**src/rtl/alu_result_fifo.sv**
```systemverilog
// alu_result_fifo
//   Output buffer for the 4-bit ALU. Each result (x) and its flag (o) is taken
//   on a valid/ready handshake and held in order until the consumer pops it.
//   The buffer is first-word-fall-through: the head entry is driven on out_x/out_o
//   whenever out_valid is high. A sticky ovf flag records any result offered while
//   the buffer was full; that result is dropped.
//
// Parameters
//   DATA_W  width of ALU result x
//   DEPTH   number of entries (power of 2, >= 2)
//   ADDR_W  log2(DEPTH), pointer width
//
// Ports
//   clk        clock, all state changes on rising edge
//   rst        synchronous active-high reset (pointers, count, state, ovf)
//   in_valid   ALU result offered
//   in_ready   buffer can accept (not full)
//   in_x       ALU result x
//   in_o       ALU flag o
//   out_valid  head entry available (not empty)
//   out_ready  consumer takes the head entry
//   out_x      head result x
//   out_o      head flag o
//   count      entries held, 0..DEPTH
//   full       count == DEPTH
//   empty      count == 0
//   ovf        sticky, set when in_valid is seen while full
//   ovf_cnt    (only with ALU_FIFO_OVF_CNT_EN defined) saturating count of
//              in_valid cycles seen while full
//
// Build option
//   ALU_FIFO_OVF_CNT_EN  adds the ovf_cnt output and its 8-bit saturating counter.

module alu_result_fifo #(
    parameter int DATA_W = 4,
    parameter int DEPTH  = 8,
    parameter int ADDR_W = 3
) (
    input  logic              clk,
    input  logic              rst,
    input  logic              in_valid,
    output logic              in_ready,
    input  logic [DATA_W-1:0] in_x,
    input  logic              in_o,
    output logic              out_valid,
    input  logic              out_ready,
    output logic [DATA_W-1:0] out_x,
    output logic              out_o,
    output logic [ADDR_W:0]   count,
    output logic              full,
    output logic              empty,
`ifdef ALU_FIFO_OVF_CNT_EN
    output logic              ovf,
    output logic [7:0]        ovf_cnt
`else
    output logic              ovf
`endif
);

    localparam logic [ADDR_W:0] FULL_CNT = (ADDR_W+1)'(DEPTH);
    localparam logic [ADDR_W:0] ONE      = (ADDR_W+1)'(1);

    typedef enum logic [1:0] {
        S_EMPTY   = 2'd0,
        S_PARTIAL = 2'd1,
        S_FULL    = 2'd2
    } occ_t;

    occ_t              state;
    occ_t              state_next;
    logic [DATA_W:0]   mem [DEPTH];
    logic [DATA_W:0]   head;
    logic [ADDR_W-1:0] wr_ptr;
    logic [ADDR_W-1:0] rd_ptr;
    logic [ADDR_W:0]   count_next;
    logic              push;
    logic              pop;

    // in_ready comes only from registered state, so a pop while full never
    // opens a slot in the same cycle.
    assign full      = (state == S_FULL);
    assign empty     = (state == S_EMPTY);
    assign in_ready  = !full;
    assign out_valid = !empty;
    assign push      = in_valid && in_ready;
    assign pop       = out_valid && out_ready;

    assign head  = mem[rd_ptr];
    assign out_x = head[DATA_W-1:0];
    assign out_o = head[DATA_W];

    // Storage carries no reset; a stale entry is never visible because
    // out_valid gates it.
    always_ff @(posedge clk) begin
        if (push) begin
            mem[wr_ptr] <= {in_o, in_x};
        end
    end

    always_comb begin
        count_next = count;
        case ({push, pop})
            2'b10:   count_next = count + ONE;
            2'b01:   count_next = count - ONE;
            default: count_next = count;
        endcase
    end

    always_comb begin
        state_next = state;
        case (state)
            S_EMPTY: begin
                if (push) state_next = S_PARTIAL;
            end
            S_PARTIAL: begin
                if (count_next == FULL_CNT)   state_next = S_FULL;
                else if (count_next == '0)    state_next = S_EMPTY;
            end
            S_FULL: begin
                if (pop) state_next = S_PARTIAL;
            end
            default: state_next = S_EMPTY;
        endcase
    end

    always_ff @(posedge clk) begin
        if (rst) begin
            state  <= S_EMPTY;
            wr_ptr <= '0;
            rd_ptr <= '0;
            count  <= '0;
            ovf    <= 1'b0;
        end else begin
            state <= state_next;
            count <= count_next;
            if (push) wr_ptr <= wr_ptr + ADDR_W'(1);
            if (pop)  rd_ptr <= rd_ptr + ADDR_W'(1);
            if (in_valid && full) ovf <= 1'b1;
        end
    end

`ifdef ALU_FIFO_OVF_CNT_EN
    always_ff @(posedge clk) begin
        if (rst) begin
            ovf_cnt <= 8'd0;
        end else if (in_valid && full && (ovf_cnt != 8'hFF)) begin
            ovf_cnt <= ovf_cnt + 8'd1;
        end
    end
`endif

endmodule

```
**config.mk**
```make
export PLATFORM = sky130hd
export DESIGN_NAME = alu_result_fifo
export DESIGN_NICKNAME = d
export VERILOG_FILES = /design/src/rtl/alu_result_fifo.sv
export SDC_FILE = /design/constraint.sdc
export NUM_CORES = 1
export LEC_CHECK = 0
export BUFFER_PORTS_ARGS = -buffer_cell sky130_fd_sc_hd__clkbuf_2
export CELL_PAD_IN_SITES_DETAIL_PLACEMENT = 1
export CELL_PAD_IN_SITES_GLOBAL_PLACEMENT = 1
export CORE_UTILIZATION = 48
export DETAILED_ROUTE_END_ITERATION = 7
export PLACE_DENSITY = 0.75
export SYNTH_ARGS = -nofsm -noshare
export SYNTH_HDL_FRONTEND = slang
export SYNTH_SLANG_ARGS = --single-unit
```
**constraint.sdc**
```tcl
create_clock -name clk -period 3.92 [get_ports clk]
set_input_delay 1.176 -clock clk [delete_from_list [all_inputs] [get_ports clk]]
set_output_delay 1.176 -clock clk [all_outputs]
set_load 0.005 [all_outputs]
```
==> results of run 1 <==
cell usage after synthesis, drive strengths merged:
cell	instances	area [um2]
nor4b	1	8.76
o211ai	1	7.51
clkbuf	5	18.8
nand3	3	15.0
or4bb	1	11.3
xor2	3	26.3
inv	3	13.8
or4b	1	13.8
nor3	6	30.0
mux2i	2	20.0
a211oi	1	7.51
nor2	16	60.1
and2	1	6.26
a31oi	2	12.5
or2	4	25.0
nand2	11	41.3
a31o	2	17.5
o21ai	2	17.5
edfxtp	40	1200
xnor2	3	26.3
dfxtp	16	320
and4b	1	10.0
mux4	10	225
ha	4	50.1
mux2	5	56.3
nand2b	4	25.0
a21o	1	7.51
buf	3	21.3
or3	1	6.26
nor2b	4	25.0
o221ai	1	8.76
a21oi	9	45.0
nor4	2	18.8
o2111ai	1	8.76
layer usage:
layer / global-route usage (%) / vias up / share of wire, % / routed length (um)
met2: 36.7 / 31 / 53 / 2490
met1: 23.7 / 695 / 43 / 1990
met5: 0 / - / 0 / 0
met4: 6.10 / 0 / 1.5 / 72
met3: 3.45 / 6 / 2.4 / 111
li1: - / 682 / - / -
final timing paths:
path | endpoint | slack (ns) | cells after the start | start
worst max-delay path | out_x[1] | 0.71 | 3 | register
worst min-delay path | wr_ptr[0] | 0.51 | 2 | wr_ptr[0]
worst max register to register | state[0] | 1.25 | 8 | state[0]
worst min register to register | wr_ptr[0] | 0.51 | 2 | wr_ptr[0]
final cells by class:
cell class | instances | share of cell area, %
Sequential cell | 56 | 57.3
Tap cell | 67 | 3.16
Timing Repair Buffer | 23 | 4.43
Multi-Input combinational cell | 103 | 31.4
Clock inverter | 1 | 0.330
Clock buffer | 7 | 2.87
Inverter | 3 | 0.518
worst max-delay path, delay by kind of cell (launching register included):
kind / cells / cell delay, ns
buffers and inverters: 1 / 0.11
multiplexers: 2 / 0.88
flip-flops: 1 / 0.75
metrics by stage:
stage                     setup WS (ns)  std cells  hold slack [ns]  area [um2]
after floorplan                   0.813        170            0.460        2410
after global placement            0.710        252            0.480        2570
after detailed placement          0.595        252            0.491        2570
after CTS                         0.649        260            0.510        2660
after global routing              0.578        260            0.536        2660
final                             0.714        260            0.507        2660
cells in the final DEF (no fill, tap or decap), types with 2 or more instances in the layout:
cell type and instances:
sky130_fd_sc_hd__edfxtp_1 40, sky130_fd_sc_hd__a31oi_1 2, sky130_fd_sc_hd__nor2b_1 4, sky130_fd_sc_hd__nor3_1 6, sky130_fd_sc_hd__or2_1 2, sky130_fd_sc_hd__inv_1 2, sky130_fd_sc_hd__clkbuf_2 22, sky130_fd_sc_hd__nand2b_1 4
sky130_fd_sc_hd__nor2_1 16, sky130_fd_sc_hd__o21ai_2 2, sky130_fd_sc_hd__a21oi_1 9, sky130_fd_sc_hd__xnor2_1 3, sky130_fd_sc_hd__mux2i_1 2, sky130_fd_sc_hd__nand3_1 3, sky130_fd_sc_hd__or2_2 2, sky130_fd_sc_hd__clkbuf_1 2
sky130_fd_sc_hd__mux2_2 5, sky130_fd_sc_hd__a31o_1 2, sky130_fd_sc_hd__nand2_1 11, sky130_fd_sc_hd__dfxtp_1 16, sky130_fd_sc_hd__ha_1 4, sky130_fd_sc_hd__xor2_1 3, sky130_fd_sc_hd__clkbuf_8 5, sky130_fd_sc_hd__mux4_2 10
power groups by stage:
stage	clock [uW]	sequential [uW]	combinational, uW
after global placement	0	695	143
final	295	683	150
after global routing	325	688	165
after detailed placement	0	697	149
after CTS	302	684	150
after floorplan	0	682	114
cells by family after synthesis:
family / Yosys count / synth area share, %
compound gates: 20 / 5.51
xor+xnor: 6 / 2.18
fa+ha+maj: 4 / 2.08
buf+inv: 11 / 2.23
flops: 56 / 63.2
mux: 17 / 12.5
simple gates: 56 / 12.3
state kept, by name, summed over array words and instances, names as in the netlist, named ones only:
name	flops
state	2
ovf	1
wr_ptr	3
rd_ptr	3
mem	40
count	4
==> summary.md, run 1 <==
| Metric | Value |
|---|---|
| Fraction of the yosys area taken by sequential cells | 63.2% |
| Net count after synthesis | 183 |
| Number of inserted filler cells in the final layout | 479 |
| Cts-stage hold buffer count | 0 |
| Final critical-path share of the clock period | just over 80% |
| Flop pwr share | about 60% |
| Worst path max stage delay | ~0.75 ns |
| Distinct cells, synth | 38 |
| Power after layout | 1130 uW |
| Die boundary width | 72.8 um |
| Remaining max-slew budget at the tightest pin | about 44% |
| Comb pwr share | 13.3% |
| Unrepaired setup endpoints after global routing | no |
| TritonCTS clock tree | built |
| Ratio of total power to cell area | about 420 nW/um2 |
| Average wire per cell in the routed design | between 15 and 20 um |
| Worst hold path type | register to register |
| Placeable core region | 4790 um2 |
| Final hold vios | 0 |
| Antenna diode instance count | 0 |
| Util after Layout | a little under three fifths |
| Max Fclk | roughly 0.31 GHz |
| Run status | completed |
| Wire length of the first global-routing pass | around 7700 um |
| I/O Buffers | 22 |
| Number of placement rows | 25 |
| Post-CTS setup buffers | 0 |
| Syn Inst Count | between 150 and 200 |
| DIE HEIGHT | roughly 73 um |
| Switching Share | about 24% |
| Data required, critical path | ~2.7 ns |
| Vias in the first global route | roughly 1,500 |
| Setup crit end kind | output pin |
| Clock slew at reported path FFs | 0.09 ns |
| Total wirelength of the detailed-routed design | 4670 um |
| Synthesized cell area | roughly 2400 um2 |
| CP Launch Type | register |
| First-pass detailed-route iteration total | 4 |
| Warnings from Yosys | 0 |
| CP max stage cell | sky130_fd_sc_hd__dfxtp_1 |
| Leak | between 0.0009 and 0.001 uW |
| Sequence of cells on the critical path | mux4_2 -> mux2_2 -> clkbuf_2 |
| Startpoint-to-endpoint class of the critical path | register to output pin |
| Number of buffers between clock root and the deepest sink | 2 |
| Drc violations | 0 |
| Via density per instance | 5.44 |
| Count of instances resized after the clock tree is built | 0 |
| Post-synthesis register bit count | between 50 and 60 |
| Global placer's final weighted congestion | 0.817 |
| Die area | 5300 um2 |
| Final critical delay including setup and external delays | 3.21 ns |
| Final slew viol count | 0 |
| Initial antenna violation count | 0 |
| Ratio of cells with drive above 1 in the final layout | between 20% and 30% |
| Combined flip-flop and latch cell area | 1520 um2 |
| Total Routing Usage GR | between 10% and 20% |
| Arrival time of the worst setup path | 2.03 ns |
| Number of H-tree levels | 2 |
| Peak VDD IR | ~0.17 mV |
| Max-capacitance violation count | 0 |
| Synthesized area divided by synthesized cell count | about 14 um2 |
| Slew of the pin with the lowest slew margin | roughly 0.83 ns |
| Starting DRT DRC Count | ~120 |
| Post-DRT Antenna Nets | 0 |
| Multi-input combinational cell area | about 830 um2 |
| Setup TNS | 0 ns |
| CTS Root Cell | sky130_fd_sc_hd__clkbuf_8 |
| Maximum clock skew at final layout | approximately 0.0037 ns |
| Relative contribution of the clock network to total power | around a quarter |
| Detailed-route via count | 1,414 |
| Reported net switching power | roughly 270 uW |
| Remaining global-route overflow | 0 |
| Internal Pwr Total | roughly 860 uW |
| Final count of negative-setup-slack endpoints | 0 |
| Half-perimeter wire length after detailed placement | 3590 um |
| Source-to-sink clock delay at the later pin of the worst-skew pair | 0.29 ns |
| Clock Sinks | 56 |
| Layout area overhead | 10.2% |
| IO Count | 23 |
| Largest net degree at the start of global routing | 18 |
| Starting density of the core | 50.3% |
| Post-layout nets | just over 200 |
| Crit-path max FO | 10 |
| Number of buffers added by the clock tree synthesis step | 5 |
No activity file was read; power rests on OpenSTA's default activity.
==> run 2: changes to the inputs <==
Settings changed: ABC_AREA set to 1, CORE_UTILIZATION 48 to 41, PLACE_DENSITY 0.75 to 0.71.
Clock period 3.92 ns to 2.64 ns, I/O delays scaled along.
==> summary.md, run 2 <==
| Metric | Value |
|---|---|
| Run status | completed |
| Distinct cells, synth | 27 |
| Net count after synthesis | 249 |
| Placeable core region | 5610 um2 |
| Largest family of logic cells by synthesized area | simple AND/OR/NAND/NOR gates |
| Half-perimeter wire length after detailed placement | 3750 um |
| Drc violations | 0 |
| Arrival time of the worst setup path | approximately 1.7 ns |
| Most used standard cells in the synthesized netlist | sky130_fd_sc_hd__nor2_1, sky130_fd_sc_hd__edfxtp_1, sky130_fd_sc_hd__o21ai_0, sky130_fd_sc_hd__nand2_1, sky130_fd_sc_hd__inv_1 |
| Data required, critical path | 1.85 ns |
| Cell depth of the worst min-delay path | 2 |
| Maximum clock skew at final layout | 0.00834 ns |
| Placed standard-cell area | around 2600 um2 |
| Max-capacitance violation count | 0 |
| Wire length of the first global-routing pass | ~8600 um |
| Layout area overhead | 12.9% |
| Final critical-path share of the clock period | between 90% and 100% |
| Min setup slack post-route | around 0.17 ns |
| Largest area contributor in the netlist | sky130_fd_sc_hd__edfxtp_1 |
| Max Fclk | ~0.40 GHz |
| Vias in the first global route | approximately 1,700 |
| Source-to-sink clock delay at the later pin of the worst-skew pair | ~0.32 ns |
| Remaining global-route overflow | 0 |
| Commonest cells after routing, fill and taps aside | sky130_fd_sc_hd__nor2_1, sky130_fd_sc_hd__edfxtp_1, sky130_fd_sc_hd__o21ai_0 |
| Starting density of the core | 43.3% |
| Synthesized area divided by synthesized cell count | 10.3 um2 |
| Detailed-route via count | approximately 1,700 |
| Capture point of the worst reg-to-reg path | state[1] |
| Number of enable flip-flop cells after synthesis | 40 |
| Warnings from Yosys | 0 |
| Leading cell types by total area after synthesis | sky130_fd_sc_hd__edfxtp_1, sky130_fd_sc_hd__dfxtp_1, sky130_fd_sc_hd__nor2_1 |
| Endpoint, Worst Hold | ovf |
| Fraction of post-synthesis cell area in the top cell type by area | around 50% |
| Global placer's final weighted congestion | ~0.78 |
| Slew of the pin with the lowest slew margin | ~0.58 ns |
| Setup TNS | 0 ns |
| DIE HEIGHT | roughly 80 um |
| Final count of negative-setup-slack endpoints | 0 |
| Cts-stage hold buffer count | 0 |
| TritonCTS clock tree | built |
| Total wirelength of the detailed-routed design | between 5000 and 6000 um |
| Flip-flop cell with the highest count after synthesis | sky130_fd_sc_hd__edfxtp_1 |
| Average wire per cell in the routed design | ~15 um |
| Most common library cell in the layout ignoring fill and taps | sky130_fd_sc_hd__nor2_1 |
| Final slew viol count | 0 |
| Synth Area in Simple Gates | 19.3% |
| Multi-input combinational cell area | 795 um2 |
| CP Launch Type | register |
| Largest net degree at the start of global routing | 21 |
| Synthesized cell area | between 2000 and 2500 um2 |
| Ratio of total power to cell area | 633 nW/um2 |
| Worst reg2reg setup slack | around 0.70 ns |
| Clock Sinks | between 50 and 60 |
| Antenna diode instance count | 0 |
| Design area | ~2700 um2 |
| Number of buffers added by the clock tree synthesis step | 5 |
| CTS Root Cell | sky130_fd_sc_hd__clkbuf_8 |
| IO Count | 23 |
| Crit-path max FO | 17 |
| Die area | between 6000 and 7000 um2 |
| Unrepaired setup endpoints after global routing | no |
| Via density per instance | 5.08 |
| Synthesized-area fraction occupied by adder cells | 2.06% |
| Combined flip-flop and latch cell area | 1520 um2 |
| Die boundary width | around 79 um |
| Asr flop ratio synth | 0% |
| First-pass detailed-route iteration total | 4 |
| Clock slew at reported path FFs | roughly 0.10 ns |
| Multiplexer share of the synthesized area | 0% |
| Post-synthesis register bit count | 56 |
| Synthesized-area fraction occupied by ao, oa, aoi and oai cells | approximately a tenth |
| Most frequent cell after synthesis | sky130_fd_sc_hd__nor2_1 |
| Xor and xnor fraction of the mapped netlist area | less than 1% |
| Leak | around 0.0011 uW |
| Final critical delay including setup and external delays | about 2.5 ns |
| Worst slack at placement | between 0.15 and 0.2 ns |
| Initial antenna violation count | 0 |
| Starting DRT DRC Count | 84 |
| Number of H-tree levels | 2 |
| Setup crit end kind | output pin |
| Register name with the most flops | mem |
| Final hold vios | 0 |
| Post-CTS setup buffers | 0 |
| Number of buffers between clock root and the deepest sink | 2 |
| Remaining max-slew budget at the tightest pin | about three fifths |
| Number of placement rows | 27 |
| Ratio of cells with drive above 1 in the final layout | approximately a fifth |
| Peak VDD IR | 0.297 mV |
| Fraction of the yosys area taken by sequential cells | about 63% |
| Top Registers | mem: 40 flops, count: 4 flops |
| Max reg flops | 40 |
| Number of inserted filler cells in the final layout | 669 |
| Total Routing Usage GR | a little under a fifth |
| I/O Buffers | 22 |
| Worst hold path type | register to register |
| Post-DRT Antenna Nets | 0 |
| Reg2reg path depth | 11 |
| Startpoint-to-endpoint class of the critical path | register to output pin |
| R2r startpoint | state[1] |
| Post-layout nets | roughly 280 |
| Start point of the worst hold path | ovf |
| Syn Inst Count | 236 |
-- run 2: power by group --
part / total (uW) / switching (uW) / internal [uW]
Sequential: 1000 / 26.1 / 974
Combinational: 260 / 163 / 97.0
Clock: 476 / 285 / 191
Total: 1740 / 474 / 1260
-- run 2: critical path: stages (launching register included) --
cell and delay [ns]:
sky130_fd_sc_hd__dfxtp_1 0.38, sky130_fd_sc_hd__clkinvlp_4 0.28, sky130_fd_sc_hd__buf_4 0.25, sky130_fd_sc_hd__o21ai_0 0.22
sky130_fd_sc_hd__a31oi_1 0.11, sky130_fd_sc_hd__clkbuf_2 0.12
-- run 2: layer usage --
metal / vias to the layer above / wire (um) / global-route usage, %
li1: 859 / - / -
met1: 825 / 2300 / 23.0
met2: 24 / 2600 / 32.0
met3: 8 / 129 / 3.91
met4: 0 / 75 / 5.82
met5: - / 0 / 0
-- run 2: timing repair --
item	in CTS	in global routing
resized for setup	0	1
setup endpoints to repair	0	4
hold endpoints to repair	0	0
-- run 2: how the worst max path moves through the flow --
stage | to | slack [ns] | cells after the start
floorplan | state[1] | 0.48 | 11
global placement | state[1] | 0.26 | 12
detailed placement | state[1] | 0.20 | 12
CTS | out_x[0] | 0.14 | 6
global route | out_x[1] | 0.01 | 5
finish | out_x[1] | 0.17 | 5
-- run 2: kinds of logic (layout without fill, tap and decap cells) --
group | Yosys count | after routing
AOI/OAI and AO/OA | 48 | 48
xor gates and xnor gates | 2 | 2
adders and majority gates | 4 | 4
buffers and inverters | 30 | 60
DFF | 56 | 56
and+or+nand+nor | 96 | 96
-- run 2: per-stage QoR --
stage          utilization, %  hold WS [ns]  cells  power [uW]
2_1_floorplan               -         0.441    236        1180
3_3_place_gp             47.2         0.443    330        1280
3_5_place_dp             47.2         0.458    330        1280
4_1_cts                  48.8         0.473    338        1750
5_1_grt                  48.9         0.504    338        1830
6_report                 48.9         0.468    338        1740
-- run 2: cell type report --
class	instances	area share, %
Clock buffer	5	2.51
Clock inverter	3	0.821
Sequential cell	56	55.5
Inverter	25	3.56
Multi-Input combinational cell	150	29.0
Tap cell	72	3.28
Timing Repair Buffer	27	5.38
==> run 3: changes to the inputs <==
Settings changed: CORE_MARGIN set to 8.
Clock period 2.64 ns to 2 ns, I/O delays scaled along.
==> summary.md, run 3 (synthesis results as in run 2) <==
| Metric | Value |
|---|---|
| Max-capacitance violation count | 0 |
| Global placer's final weighted congestion | between 0.7 and 0.8 |
| Die boundary width | 93.0 um |
| Multi-input combinational cell area | 832 um2 |
| Remaining global-route overflow | 0 |
| R2r startpoint | state[1] |
| Start point of the worst hold path | ovf |
| Flop pwr share | 55.8% |
| Arrival time of the worst setup path | around 1.5 ns |
| Average wire per cell in the routed design | 15.6 um |
| Starting density of the core | 41.8% |
| CP max stage cell | sky130_fd_sc_hd__dfxtp_4 |
| Commonest cells after routing, fill and taps aside | sky130_fd_sc_hd__nor2_1, sky130_fd_sc_hd__edfxtp_1, sky130_fd_sc_hd__buf_4 |
| Via density per instance | approximately 5.0 |
| Number of H-tree levels | 2 |
| Setup crit end kind | output pin |
| Crit-path max FO | 6 |
| Max reg flops | 40 |
| Relative contribution of the clock network to total power | about a quarter |
| Total wirelength of the detailed-routed design | 5820 um |
| Post-DRT Antenna Nets | 0 |
| Slew of the pin with the lowest slew margin | 0.331 ns |
| Switching Share | 27.0% |
| Reported net switching power | between 600 and 700 uW |
| Internal Pwr Total | roughly 1700 uW |
| Number of inserted filler cells in the final layout | approximately 700 |
| Register name with the most flops | mem |
| Maximum clock skew at final layout | about 0.006 ns |
| CTS Root Cell | sky130_fd_sc_hd__clkbuf_8 |
| First-pass detailed-route iteration total | 4 |
| Max Fclk | ~0.47 GHz |
| Violations in the final reports | negative setup slack |
| Endpoint, Worst Hold | ovf |
| I/O Buffers | 22 |
| Ratio of total power to cell area | a little under 800 nW/um2 |
| Wire length of the first global-routing pass | slightly below 10,000 um |
| Vias in the first global route | around 2,100 |
| IO Count | 23 |
| Remaining max-slew budget at the tightest pin | 77.8% |
| Worst slack at placement | -0.182 ns |
| Number of buffers between clock root and the deepest sink | 2 |
| Reg2reg path depth | 14 |
| Post-layout nets | between 300 and 400 |
| Worst path max stage delay | between 0.3 and 0.4 ns |
| Number of placement rows | 28 |
| Peak VDD IR | ~0.38 mV |
| Combined flip-flop and latch cell area | 1530 um2 |
| Number of buffers added by the clock tree synthesis step | 5 |
| Unrepaired setup endpoints after global routing | yes |
| Startpoint-to-endpoint class of the critical path | register to output pin |
| Final slew viol count | 0 |
| Final hold vios | 0 |
| DIE HEIGHT | 93.0 um |
| Run status | finished, violations left |
| Antenna diode instance count | 0 |
| Half-perimeter wire length after detailed placement | 4420 um |
| Placed standard-cell area | between 2000 and 3000 um2 |
| Util after Layout | a little over half |
| Most common library cell in the layout ignoring fill and taps | sky130_fd_sc_hd__nor2_1 |
| Total Routing Usage GR | about 14% |
| Ratio of cells with drive above 1 in the final layout | 31.8% |
| Layout area overhead | 26.1% |
| Worst hold path type | register to register |
| CP Launch Type | register |
| Source-to-sink clock delay at the later pin of the worst-skew pair | around 0.30 ns |
| Min setup slack post-route | -0.132 ns |
| Setup TNS | -0.435 ns |
| Cell depth of the worst min-delay path | 2 |
| Worst reg2reg setup slack | ~0.20 ns |
| Initial antenna violation count | 0 |
| Placeable core region | a little under 6000 um2 |
| Leak | ~0.0013 uW |
| Clock Sinks | 56 |
| Die area | slightly below 9000 um2 |
| Final count of negative-setup-slack endpoints | 5 |
| Starting DRT DRC Count | 51 |
| Detailed-route via count | roughly 1,900 |
| Drc violations | 0 |
| Final critical-path share of the clock period | 107% |
| Clock slew at reported path FFs | 0.10 ns |
| Final critical delay including setup and external delays | between 2 and 2.5 ns |
| Largest net degree at the start of global routing | 18 |
| TritonCTS clock tree | built |
| Most repeated library cell on the critical path | sky130_fd_sc_hd__nor2_1 |
| Top Registers | mem: 40 flops, count: 4 flops |
| Comb pwr share | between 10% and 20% |
| Capture point of the worst reg-to-reg path | state[1] |
| Sequence of cells on the critical path | inv_4 -> buf_8 -> nor2_1 -> o22ai_1 -> nor2_1 -> a31oi_1 -> clkbuf_2 |
| Data required, critical path | ~1.4 ns |
| Design area | between 3000 and 4000 um2 |
[run 3: cell count changes in the layout (fill, tap and decap cells not counted), sizes merged]
cell,before,now
clkbuf,27,23
clkinvlp,1,0
inv,23,24
buf,5,42
[run 3: layout make-up]
| class | instances | share of cell area, % |
|---|---|---|
| Clock inverter | 3 | 0.572 |
| Timing Repair Buffer | 60 | 13.9 |
| Tap cell | 75 | 3.06 |
| Multi-Input combinational cell | 150 | 27.2 |
| Inverter | 25 | 3.19 |
| Sequential cell | 56 | 49.9 |
| Clock buffer | 5 | 2.25 |
[run 3: critical path, delay by kind of cell, from the launching register on]
kind            cells  cell delay [ns]
compound gates      2             0.37
simple gates        2             0.13
buf+inv             3             0.35
flops               1             0.39
[run 3: per-layer routing]
layer | vias up | GRT usage, % | share of wire [%]
met4 | 0 | 3.49 | 0.58
met5 | - | 0 | 0
met3 | 6 | 2.75 | 2.5
met1 | 899 | 15.8 | 43
met2 | 25 | 27.0 | 54
li1 | 932 | - | -
[run 3: repair_timing]
action | 4_1_cts | 5_1_grt
gates cloned | 1 | 0
gates resized for setup | 30 | 10
setup endpoints to repair | 5 | 6
hold endpoints to repair | 0 | 0
hold buffers | 0 | 0
pin swaps | 8 | 2
setup buffers | 2 | 0
[run 3: worst max-delay path by stage]
| stage | endpoint | slack, ns | cells past startpoint |
|---|---|---|---|
| 2_1_floorplan | state[1] | 0.03 | 11 |
| 3_3_place_gp | state[1] | -0.1 | 12 |
| 3_5_place_dp | state[1] | -0.18 | 12 |
| 4_1_cts | out_x[0] | -0.1 | 7 |
| 5_1_grt | out_o | -0.20 | 6 |
| 6_report | out_o | -0.13 | 7 |
[run 3: power groups by stage]
stage	clock network (uW)	registers, uW	logic [uW]
6_report	604	1320	444
5_1_grt	668	1330	487
4_1_cts	627	1320	444
3_5_place_dp	0	1350	415
3_3_place_gp	0	1340	399
2_1_floorplan	0	1340	225
[run 3: stage by stage]
stage / instances / total power, uW / hold WS [ns]
detailed placement: 363 / 1760 / 0.450
finish: 374 / 2370 / 0.460
CTS: 374 / 2390 / 0.466
global route: 374 / 2490 / 0.497
floorplan: 236 / 1560 / 0.441
global placement: 363 / 1740 / 0.442
